`config.mk`:
```
export PLATFORM = sky130hd
export DESIGN_NAME = micro_ucr_nonce_ctrl_flat
export DESIGN_NICKNAME = d
export VERILOG_FILES = /design/src/rtl/micro_ucr_nonce_ctrl_if.sv /design/src/rtl/micro_ucr_nonce_ctrl.sv /design/src/flat_wrapper.sv
export SDC_FILE = /design/constraint.sdc
export NUM_CORES = 1
export LEC_CHECK = 0
export ABC_CLOCK_PERIOD_IN_PS = 2500
export CELL_PAD_IN_SITES_DETAIL_PLACEMENT = 0
export CELL_PAD_IN_SITES_GLOBAL_PLACEMENT = 1
export CORE_AREA = 5 5 138 140
export CTS_CLUSTER_SIZE = 25
export DETAILED_ROUTE_END_ITERATION = 8
export DIE_AREA = 0 0 143 145
export DONT_BUFFER_PORTS = 1
export GPL_ROUTABILITY_DRIVEN = 0
export PLACE_DENSITY = 0.85
export RECOVER_POWER = 100
export SLEW_MARGIN = 20
export SYNTH_ARGS = -nofsm -noshare
export SYNTH_HDL_FRONTEND = slang
export SYNTH_SLANG_ARGS = --single-unit
```
`constraint.sdc`:
```
create_clock -name clk_i -period 2.5 [get_ports clk_i]
set_input_delay 0.5 -clock clk_i [delete_from_list [all_inputs] [get_ports clk_i]]
set_output_delay 0.5 -clock clk_i [all_outputs]
set_load 0.005 [all_outputs]
```
`src/rtl/micro_ucr_nonce_ctrl_if.sv`:
```
// rtl/micro_ucr_nonce_ctrl_if.sv - system and hash-core signals of the nonce sequencer
// Signal suffixes are from the controller's point of view; it uses the slave modport.
interface micro_ucr_nonce_ctrl_if;
  logic         start_i;
  logic [95:0]  header_i;
  logic [7:0]   target_i;
  logic         core_done_i;
  logic [23:0]  hash_in_i;
  logic [127:0] block_out_o;
  logic         core_start_o;
  logic         busy_o;
  logic         found_o;
  logic         exhausted_o;
  logic         timeout_o;
  logic [31:0]  nonce_o;
  logic [23:0]  hash_out_o;

  modport slave (
    input  start_i, header_i, target_i, core_done_i, hash_in_i,
    output block_out_o, core_start_o, busy_o, found_o, exhausted_o, timeout_o,
           nonce_o, hash_out_o
  );

  modport master (
    output start_i, header_i, target_i, core_done_i, hash_in_i,
    input  block_out_o, core_start_o, busy_o, found_o, exhausted_o, timeout_o,
           nonce_o, hash_out_o
  );
endinterface

```
`src/rtl/micro_ucr_nonce_ctrl.sv`:
```
// rtl/micro_ucr_nonce_ctrl.sv - nonce-search sequencer driving one micro_ucr_hash core
// Optional WAIT watchdog enabled by defining NONCE_CTRL_TIMEOUT_EN.
module micro_ucr_nonce_ctrl #(
  parameter logic [31:0] NONCE_MAX = 32'hFFFF_FFFF
`ifdef NONCE_CTRL_TIMEOUT_EN
  , parameter int unsigned TIMEOUT_CYC = 64
`endif
) (
  input  logic                         clk_i,
  input  logic                         reset_ni,
  micro_ucr_nonce_ctrl_if.slave        bus
);

  typedef enum logic [1:0] {S_IDLE, S_LAUNCH, S_WAIT, S_CHECK} state_e;

  state_e      state_q, state_d;
  logic [95:0] header_q, header_d;
  logic [7:0]  target_q, target_d;
  logic [31:0] nonce_q, nonce_d;
  logic [23:0] hash_q, hash_d;
  logic        busy_q, busy_d;
  logic        found_q, found_d;
  logic        exh_q, exh_d;
  logic        cs_q, cs_d;
  logic        hit;

`ifdef NONCE_CTRL_TIMEOUT_EN
  localparam int unsigned CW = $clog2(TIMEOUT_CYC + 1);
  logic [CW-1:0] wd_q, wd_d;
  logic          to_q, to_d;
`endif

  // Both low hash bytes must be strictly below the target, so target 0 never hits.
  assign hit = (hash_q[7:0] < target_q) && (hash_q[15:8] < target_q);

  always_comb begin
    state_d  = state_q;
    header_d = header_q;
    target_d = target_q;
    nonce_d  = nonce_q;
    hash_d   = hash_q;
    busy_d   = busy_q;
    found_d  = found_q;
    exh_d    = exh_q;
    cs_d     = 1'b0;
`ifdef NONCE_CTRL_TIMEOUT_EN
    wd_d     = wd_q;
    to_d     = to_q;
`endif
    case (state_q)
      S_IDLE: begin
        if (bus.start_i) begin
          header_d = bus.header_i;
          target_d = bus.target_i;
          nonce_d  = '0;
          busy_d   = 1'b1;
          found_d  = 1'b0;
          exh_d    = 1'b0;
          cs_d     = 1'b1;
          state_d  = S_LAUNCH;
`ifdef NONCE_CTRL_TIMEOUT_EN
          to_d     = 1'b0;
`endif
        end
      end
      S_LAUNCH: begin
        state_d = S_WAIT;
`ifdef NONCE_CTRL_TIMEOUT_EN
        wd_d    = '0;
`endif
      end
      S_WAIT: begin
        if (bus.core_done_i) begin
          hash_d  = bus.hash_in_i;
          state_d = S_CHECK;
        end
`ifdef NONCE_CTRL_TIMEOUT_EN
        // The counter holds cycles already spent in WAIT; the abort edge is the TIMEOUT_CYC-th.
        else if (wd_q == CW'(TIMEOUT_CYC - 1)) begin
          to_d    = 1'b1;
          busy_d  = 1'b0;
          state_d = S_IDLE;
        end else begin
          wd_d = wd_q + 1'b1;
        end
`endif
      end
      S_CHECK: begin
        if (hit) begin
          found_d = 1'b1;
          busy_d  = 1'b0;
          state_d = S_IDLE;
        end else if (nonce_q == NONCE_MAX) begin
          exh_d   = 1'b1;
          busy_d  = 1'b0;
          state_d = S_IDLE;
        end else begin
          nonce_d = nonce_q + 32'd1;
          cs_d    = 1'b1;
          state_d = S_LAUNCH;
        end
      end
      default: state_d = S_IDLE;
    endcase
  end

  always_ff @(posedge clk_i or negedge reset_ni) begin
    if (!reset_ni) begin
      state_q  <= S_IDLE;
      header_q <= '0;
      target_q <= '0;
      nonce_q  <= '0;
      hash_q   <= '0;
      busy_q   <= 1'b0;
      found_q  <= 1'b0;
      exh_q    <= 1'b0;
      cs_q     <= 1'b0;
`ifdef NONCE_CTRL_TIMEOUT_EN
      wd_q     <= '0;
      to_q     <= 1'b0;
`endif
    end else begin
      state_q  <= state_d;
      header_q <= header_d;
      target_q <= target_d;
      nonce_q  <= nonce_d;
      hash_q   <= hash_d;
      busy_q   <= busy_d;
      found_q  <= found_d;
      exh_q    <= exh_d;
      cs_q     <= cs_d;
`ifdef NONCE_CTRL_TIMEOUT_EN
      wd_q     <= wd_d;
      to_q     <= to_d;
`endif
    end
  end

  assign bus.block_out_o  = {nonce_q, header_q};
  assign bus.core_start_o = cs_q;
  assign bus.busy_o       = busy_q;
  assign bus.found_o      = found_q;
  assign bus.exhausted_o  = exh_q;
  assign bus.nonce_o      = nonce_q;
  assign bus.hash_out_o   = hash_q;
`ifdef NONCE_CTRL_TIMEOUT_EN
  assign bus.timeout_o    = to_q;
`else
  assign bus.timeout_o    = 1'b0;
`endif

endmodule
```
`src/flat_wrapper.sv`:
```
// flat-port wrapper written by rule: the top's interface ports become plain ports
module micro_ucr_nonce_ctrl_flat 
#(
  parameter logic [31:0] NONCE_MAX = 32'hFFFF_FFFF

)
  (clk_i, reset_ni, bus_start_i, bus_header_i, bus_target_i, bus_core_done_i, bus_hash_in_i, bus_block_out_o, bus_core_start_o, bus_busy_o, bus_found_o, bus_exhausted_o, bus_timeout_o, bus_nonce_o, bus_hash_out_o);
  micro_ucr_nonce_ctrl_if bus_i ();
  input  logic clk_i;
  input  logic reset_ni;
  input wire logic [$bits(bus_i.start_i)-1:0] bus_start_i;
  input wire logic [$bits(bus_i.header_i)-1:0] bus_header_i;
  input wire logic [$bits(bus_i.target_i)-1:0] bus_target_i;
  input wire logic [$bits(bus_i.core_done_i)-1:0] bus_core_done_i;
  input wire logic [$bits(bus_i.hash_in_i)-1:0] bus_hash_in_i;
  output wire logic [$bits(bus_i.block_out_o)-1:0] bus_block_out_o;
  output wire logic [$bits(bus_i.core_start_o)-1:0] bus_core_start_o;
  output wire logic [$bits(bus_i.busy_o)-1:0] bus_busy_o;
  output wire logic [$bits(bus_i.found_o)-1:0] bus_found_o;
  output wire logic [$bits(bus_i.exhausted_o)-1:0] bus_exhausted_o;
  output wire logic [$bits(bus_i.timeout_o)-1:0] bus_timeout_o;
  output wire logic [$bits(bus_i.nonce_o)-1:0] bus_nonce_o;
  output wire logic [$bits(bus_i.hash_out_o)-1:0] bus_hash_out_o;
  assign bus_i.start_i = bus_start_i;
  assign bus_i.header_i = bus_header_i;
  assign bus_i.target_i = bus_target_i;
  assign bus_i.core_done_i = bus_core_done_i;
  assign bus_i.hash_in_i = bus_hash_in_i;
  assign bus_block_out_o = bus_i.block_out_o;
  assign bus_core_start_o = bus_i.core_start_o;
  assign bus_busy_o = bus_i.busy_o;
  assign bus_found_o = bus_i.found_o;
  assign bus_exhausted_o = bus_i.exhausted_o;
  assign bus_timeout_o = bus_i.timeout_o;
  assign bus_nonce_o = bus_i.nonce_o;
  assign bus_hash_out_o = bus_i.hash_out_o;
  micro_ucr_nonce_ctrl #(.NONCE_MAX(NONCE_MAX)) u_core (.clk_i(clk_i), .reset_ni(reset_ni), .bus(bus_i));
endmodule
```
==> metrics.txt, run 1 <==
status=finished with violations; failing checks=negative hold slack; syn_nets=752; sequential share of the synthesized area=55.0%; synthesized instance count=601; DR vias/cell=5.68; DR iter-0 viols=226; crit path time final=2.43 ns; Slew Limit Headroom=17.4%; share of cells above drive strength 1=31.9%; top-area cell type share of the netlist area=55.0%; initial antenna violation count=0; final setup violation count=0; CP required=2.84 ns; GRT overflow=0; delay-heaviest family, CP=compound AO/OA/AOI/OAI gates; Fin Hold WS=-0.229 ns; DPL Wire Length=14000 um; kind of critical path=register to register; Critical Path, Cell by Cell=ha_1, nand4_1, o32a_1, a22o_4, buf_12, or4_1, a21oi_2; Clock Path Buffers=2; Final nets=755; ys async rst share=100%; register bit total from synthesis=166; total power=10.6 mW; max_cap viols=0; n_diodes=0; top_reg_cell synth=dfrtp_1; count of final hold-check violations=166; Post-Syn Area per Cell=12.6 sq um; slowest stage delay, CP=0.54 ns; P_leak=3.59 nW; Hold Path Class=input pin to async pin; Cell variety after synth=49; CTS buffer count=17; VDD IR-drop max=0.600 mV; setup TNS=0 ns; num rows=49; TritonCTS clock tree=built; vias post-DR=4803; Area contributors post-synth=dfrtp_1 55%, mux2_2 19%, buf_4 3.3%; wire length of the first global-routing pass=29400 um; CP Buf/Inv Count=1; area grow syn2layout=11.4%; die height=145 um; placed inst area=0.00781 sq mm; Reg2Reg Depth=7; EDFF count, synth=0; synthesized area=0.00755 sq mm; vias in the first global route=5212; Starting Density=42.6%; Die ar.=0.0207 sq mm; Worst Setup End Kind=register; FILL cells=1545; Tightest Pin Transition=1.24 ns; final WL=19000 um; fin. max-slew vios=0; fmax=0.412 GHz; DRC=0; Synth area leader=dfrtp_1; CP startpoint kind=register; CP arrival=2.77 ns; Synth Warn #=0; clock root cell=clkbuf_16; drt pass-1 iters=5; RR Startpoint=u_core.bus.hash_out_o[7]$_DFFE_PN0P_; Routed WL per cell=22.5 um; Reg2Reg Setup Slack=0.07 ns; Antenna Nets Post-Route=0; H-tree levels=4; largest net degree at the start of global routing=167; Final Cycle Share=97.1%; port buffer count=0; CP Max Fanout=24; R2R Path End=u_core.bus.nonce_o[18]$_DFFE_PN0P_; Core Util, Final=47.5%; PwrDens=1260 mW/mm^2; Crit-path slowest cell=or4_1; io pins=321; Total GRT Usage=17.9%; Core Area=0.0177 sq mm; Clock Skew=0.0170 ns; Skew-Pair Late Insertion Delay=0.42 ns; Chip Width=143 um; Final Cell Area=0.00841 sq mm; Reg clk slew, reported paths=0.08 ns; clk sinks=166
[cells in the mapped netlist (6+ instances only)]
cell and instances:
buf_4 33, ha_1 19, o21ai_0 13, or4_1 14, inv_1 16, or3_1 10
mux2_2 130, nor2_1 17, o31ai_1 12, clkbuf_1 19, nand3_1 20, nand2_1 24
o21a_1 6, dfrtp_1 166, nand2b_1 7, a21oi_1 23, nor3_1 7, nand4_1 12
[flip-flops by register name (all words and copies together), names as in the netlist]
name / flops
u_core.bus.busy_o: 1
u_core.bus.hash_out_o: 24
u_core.target_q: 8
u_core.bus.found_o: 1
u_core.bus.exhausted_o: 1
u_core.bus.core_start_o: 1
u_core.header_q: 96
u_core.bus.nonce_o: 32
u_core.state_q: 2
[report_power, final]
group | switching, mW | total (mW) | internal [mW]
clock | 1.25 | 2.61 | 1.36
sequential | 1.05 | 4.88 | 3.83
combinational | 1.42 | 3.12 | 1.71
[through the flow]
step	std cells	setup slack [ns]
2_1_floorplan	601	0.205
3_3_place_gp	812	0.105
3_5_place_dp	812	0.0533
4_1_cts	844	0.0326
5_1_grt	846	-0.0307
6_report	846	0.0719
[routing by layer]
layer  global-route usage (%)  vias to the layer above  part of all wire, %
li1                         -                     2168                    -
met1                     20.4                     2364                   37
met2                     30.9                      239                   52
met3                     7.11                       32                  8.5
met4                     5.61                        0                  2.1
met5                        0                        -                    0
[logic make-up (layout without fill, tap and decap cells)]
group                      Yosys count  in the layout  share of synthesized area [%]
AOI/OAI and AO/OA                   81             81                           7.09
adders and majority gates           19             19                           3.15
muxes                              134            134                           19.9
and+or+nand+nor                    126            126                           9.41
buffers and inverters               74             90                           5.40
DFF                                166            166                           55.0
other                                1              1                         0.0496
[what timing repair did]
action | CTS | global route
gates resized for setup | 0 | 8
hold endpoints to repair | 166 | 166
setup buffers | 0 | 1
endpoints found under the setup margin | 0 | 11
[layout make-up]
cell class	count	area [sq um]	area share, %
well taps	229	287	3.41
repair buffers	42	263	3.12
multi-input cells	361	3040	36.2
flip-flops and latches	166	4150	49.4
clock buffers	17	425	5.06
inverters	16	60.1	0.714
clock inverters	15	180	2.14
[worst max path at each step]
stage | end | from | slack [ns] | cells after the start
after detailed placement | u_core.bus.nonce_o[18]$_DFFE_PN0P_ | u_core.bus.hash_out_o[15]$_DFFE_PN0P_ | 0.05 | 7
final | u_core.bus.nonce_o[18]$_DFFE_PN0P_ | u_core.bus.hash_out_o[7]$_DFFE_PN0P_ | 0.07 | 7
after global placement | u_core.bus.nonce_o[20]$_DFFE_PN0P_ | u_core.bus.hash_out_o[14]$_DFFE_PN0P_ | 0.10 | 7
after CTS | u_core.bus.nonce_o[18]$_DFFE_PN0P_ | u_core.bus.hash_out_o[15]$_DFFE_PN0P_ | 0.03 | 7
after floorplan | u_core.bus.nonce_o[31]$_DFFE_PN0P_ | u_core.state_q[0]$_DFFE_PN0P_ | 0.20 | 8
after global routing | u_core.bus.nonce_o[18]$_DFFE_PN0P_ | u_core.bus.hash_out_o[11]$_DFFE_PN0P_ | -0.03 | 8
[cell usage in the layout, fill, tap and decap left out, types with 7 or more instances in the layout]
master       n
dfrtp_1    166
mux2_2     130
nand2_1     23
a21oi_1     21
nand3_1     20
clkbuf_1    20
clkbuf_16   18
nor2_1      17
inv_1       16
ha_1        16
buf_4       16
or4_1       14
o21ai_0     13
nand4_1     12
o31ai_1     12
or3_1       10
nand2b_1     7
nor3_1       7
Note: power is estimated with default switching activity, not from simulation.
==> run 2: changes to the inputs <==
--- a/config.mk
+++ b/config.mk
@@ -5,16 +5,16 @@
 export SDC_FILE = /design/constraint.sdc
 export NUM_CORES = 1
 export LEC_CHECK = 0
-export ABC_CLOCK_PERIOD_IN_PS = 2500
+export ABC_CLOCK_PERIOD_IN_PS = 2700
 export CELL_PAD_IN_SITES_DETAIL_PLACEMENT = 0
 export CELL_PAD_IN_SITES_GLOBAL_PLACEMENT = 1
-export CORE_AREA = 5 5 138 140
+export CORE_AREA = 5 5 132 134
 export CTS_CLUSTER_SIZE = 25
 export DETAILED_ROUTE_END_ITERATION = 8
-export DIE_AREA = 0 0 143 145
+export DIE_AREA = 0 0 137 139
 export DONT_BUFFER_PORTS = 1
 export GPL_ROUTABILITY_DRIVEN = 0
-export PLACE_DENSITY = 0.85
+export PLACE_DENSITY = 0.88
 export RECOVER_POWER = 100
 export SLEW_MARGIN = 20
 export SYNTH_ARGS = -nofsm -noshare
==> constraint.sdc (replaced) <==
create_clock -name clk_i -period 2.7 [get_ports clk_i]
set_input_delay 0.54 -clock clk_i [delete_from_list [all_inputs] [get_ports clk_i]]
set_output_delay 0.54 -clock clk_i [all_outputs]
set_load 0.005 [all_outputs]
==> run 2 against run 1 <==
Net effect: the run still ends with negative hold slack left; register-to-register slack improved by 0.12 ns; clock power decreased by 4%; worst setup slack improved by 0.12 ns; final cell count decreased by 3.7%; non-clock buffer count decreased by 22; utilization increased by 3.5 points; sequential power decreased by 7.2%; cell area decreased by 2.0%; count of clock-buffer cells in the layout unchanged; critical path type unchanged.
==> metrics.txt, run 2 (same netlist as run 1, synthesis figures left out) <==
max_cap viols=0; vias post-DR=4809; crit path time final=2.51 ns; final setup violation count=0; P_leak=3.54 nW; fin. max-slew vios=0; kind of critical path=register to register; vias in the first global route=5194; CP required=3.04 ns; PwrDens=1180 mW/mm^2; Final nets=733; Post-Place Cells=783; max FFs per register=96; CTS buffer count=17; Routed WL per cell=23.3 um; Core Area=0.0162 sq mm; status=finished with violations; largest net degree at the start of global routing=167; num rows=47; final non-filler cell total=815; Starting Density=46.7%; failing checks=negative hold slack; DR iter-0 viols=321; post-cts resize count=0; Core Util, Final=51.0%; GRT overflow=0; VDD IR-drop max=0.526 mV; Worst Setup End Kind=register; total power=9.75 mW; final WL=19000 um; Tightest Pin Transition=1.38 ns; Die ar.=0.0190 sq mm; DPL Wire Length=13800 um; Clock Skew=0.00983 ns; Setup Fix Bufs, Post-CTS=0; Worst Setup SP=u_core.bus.hash_out_o[5]$_DFFE_PN0P_; CP arrival=2.85 ns; die height=139 um; most frequent cells in the layout=166 x dfrtp_1, 130 x mux2_2, 23 x a21oi_1, 23 x nand2_1, 20 x nand3_1; port buffer count=0; setup TNS=0 ns; DRC=0; Clock Path Buffers=2; Total GRT Usage=19.8%; drt pass-1 iters=5; Fin Hold WS=-0.197 ns; TritonCTS clock tree=built; FILL cells=1432; share of cells above drive strength 1=30.9%; Chip Width=137 um; io pins=321; Final Cycle Share=92.8%; Antenna Nets Post-Route=0; H-tree levels=4; Reg2Reg Depth=7; RSZ-0062 raised after global routing=no; Skew-Pair Late Insertion Delay=0.42 ns; CP Max Fanout=48; area grow syn2layout=9.19%; n_diodes=0; CP startpoint kind=register; count of final hold-check violations=166; clock root cell=clkbuf_16; most flop-heavy register=u_core.header_q; Hold Path Class=input pin to async pin; wire length of the first global-routing pass=29300 um; RR Startpoint=u_core.bus.hash_out_o[5]$_DFFE_PN0P_; initial antenna violation count=0; clk sinks=166; Reg clk slew, reported paths=0.07 ns; DR vias/cell=5.90; most common cell after layout, fill and taps aside=dfrtp_1; Slew Limit Headroom=8.00%; fmax=0.399 GHz
## run 2: path summary, 6_finish.rpt
path	to	slack (ns)
setup / recovery	u_core.bus.nonce_o[23]$_DFFE_PN0P_	0.19
hold / removal	u_core.bus.hash_out_o[4]$_DFFE_PN0P_	-0.20
setup reg to reg	u_core.bus.nonce_o[23]$_DFFE_PN0P_	0.19
hold reg to reg	u_core.target_q[2]$_DFFE_PN0P_	0.51
max in group asynchronous	u_core.header_q[76]$_DFFE_PN0P_	2.74
min in group clk_i	u_core.header_q[81]$_DFFE_PN0P_	0.26
## run 2: stage by stage
step	cell area, sq um	setup slack, ns
2_1_floorplan	7550	0.405
3_3_place_gp	7660	0.321
3_5_place_dp	7660	0.263
4_1_cts	8270	0.196
5_1_grt	8250	0.0817
6_report	8250	0.193
## run 2: power by group
group,internal (mW),total (mW),switching (mW)
Clock,1.41,2.50,1.10
Sequential,3.55,4.53,0.982
Combinational,1.47,2.72,1.25
Total,6.42,9.75,3.33
## run 2: worst max-delay path, cell delays in order (launching register included)
cell and delay [ns]:
dfrtp_1 0.43, ha_1 0.32, nand4_1 0.10, o32a_1 0.43
a22o_1 0.26, buf_12 0.17, or4_1 0.51, a21oi_1 0.18
## run 2: per-layer routing
| metal | routed length, um | up-vias | part of all wire (%) | global-route usage [%] |
|---|---|---|---|---|
| met5 | 0 | - | 0 | 0 |
| met4 | 386 | 0 | 2.0 | 6.51 |
| met3 | 1980 | 26 | 10 | 9.54 |
| met2 | 9800 | 222 | 52 | 33.5 |
| met1 | 6850 | 2443 | 36 | 21.6 |
| li1 | - | 2118 | - | - |
## run 2: cell type report
| cell class | instances | area, sq um | area share (%) |
|---|---|---|---|
| repair buffers | 20 | 158 | 1.91 |
| clock inverters | 15 | 180 | 2.18 |
| inverters | 16 | 60.1 | 0.728 |
| flip-flops and latches | 166 | 4150 | 50.4 |
| well taps | 220 | 275 | 3.34 |
| multi-input cells | 361 | 3000 | 36.3 |
| clock buffers | 17 | 425 | 5.16 |
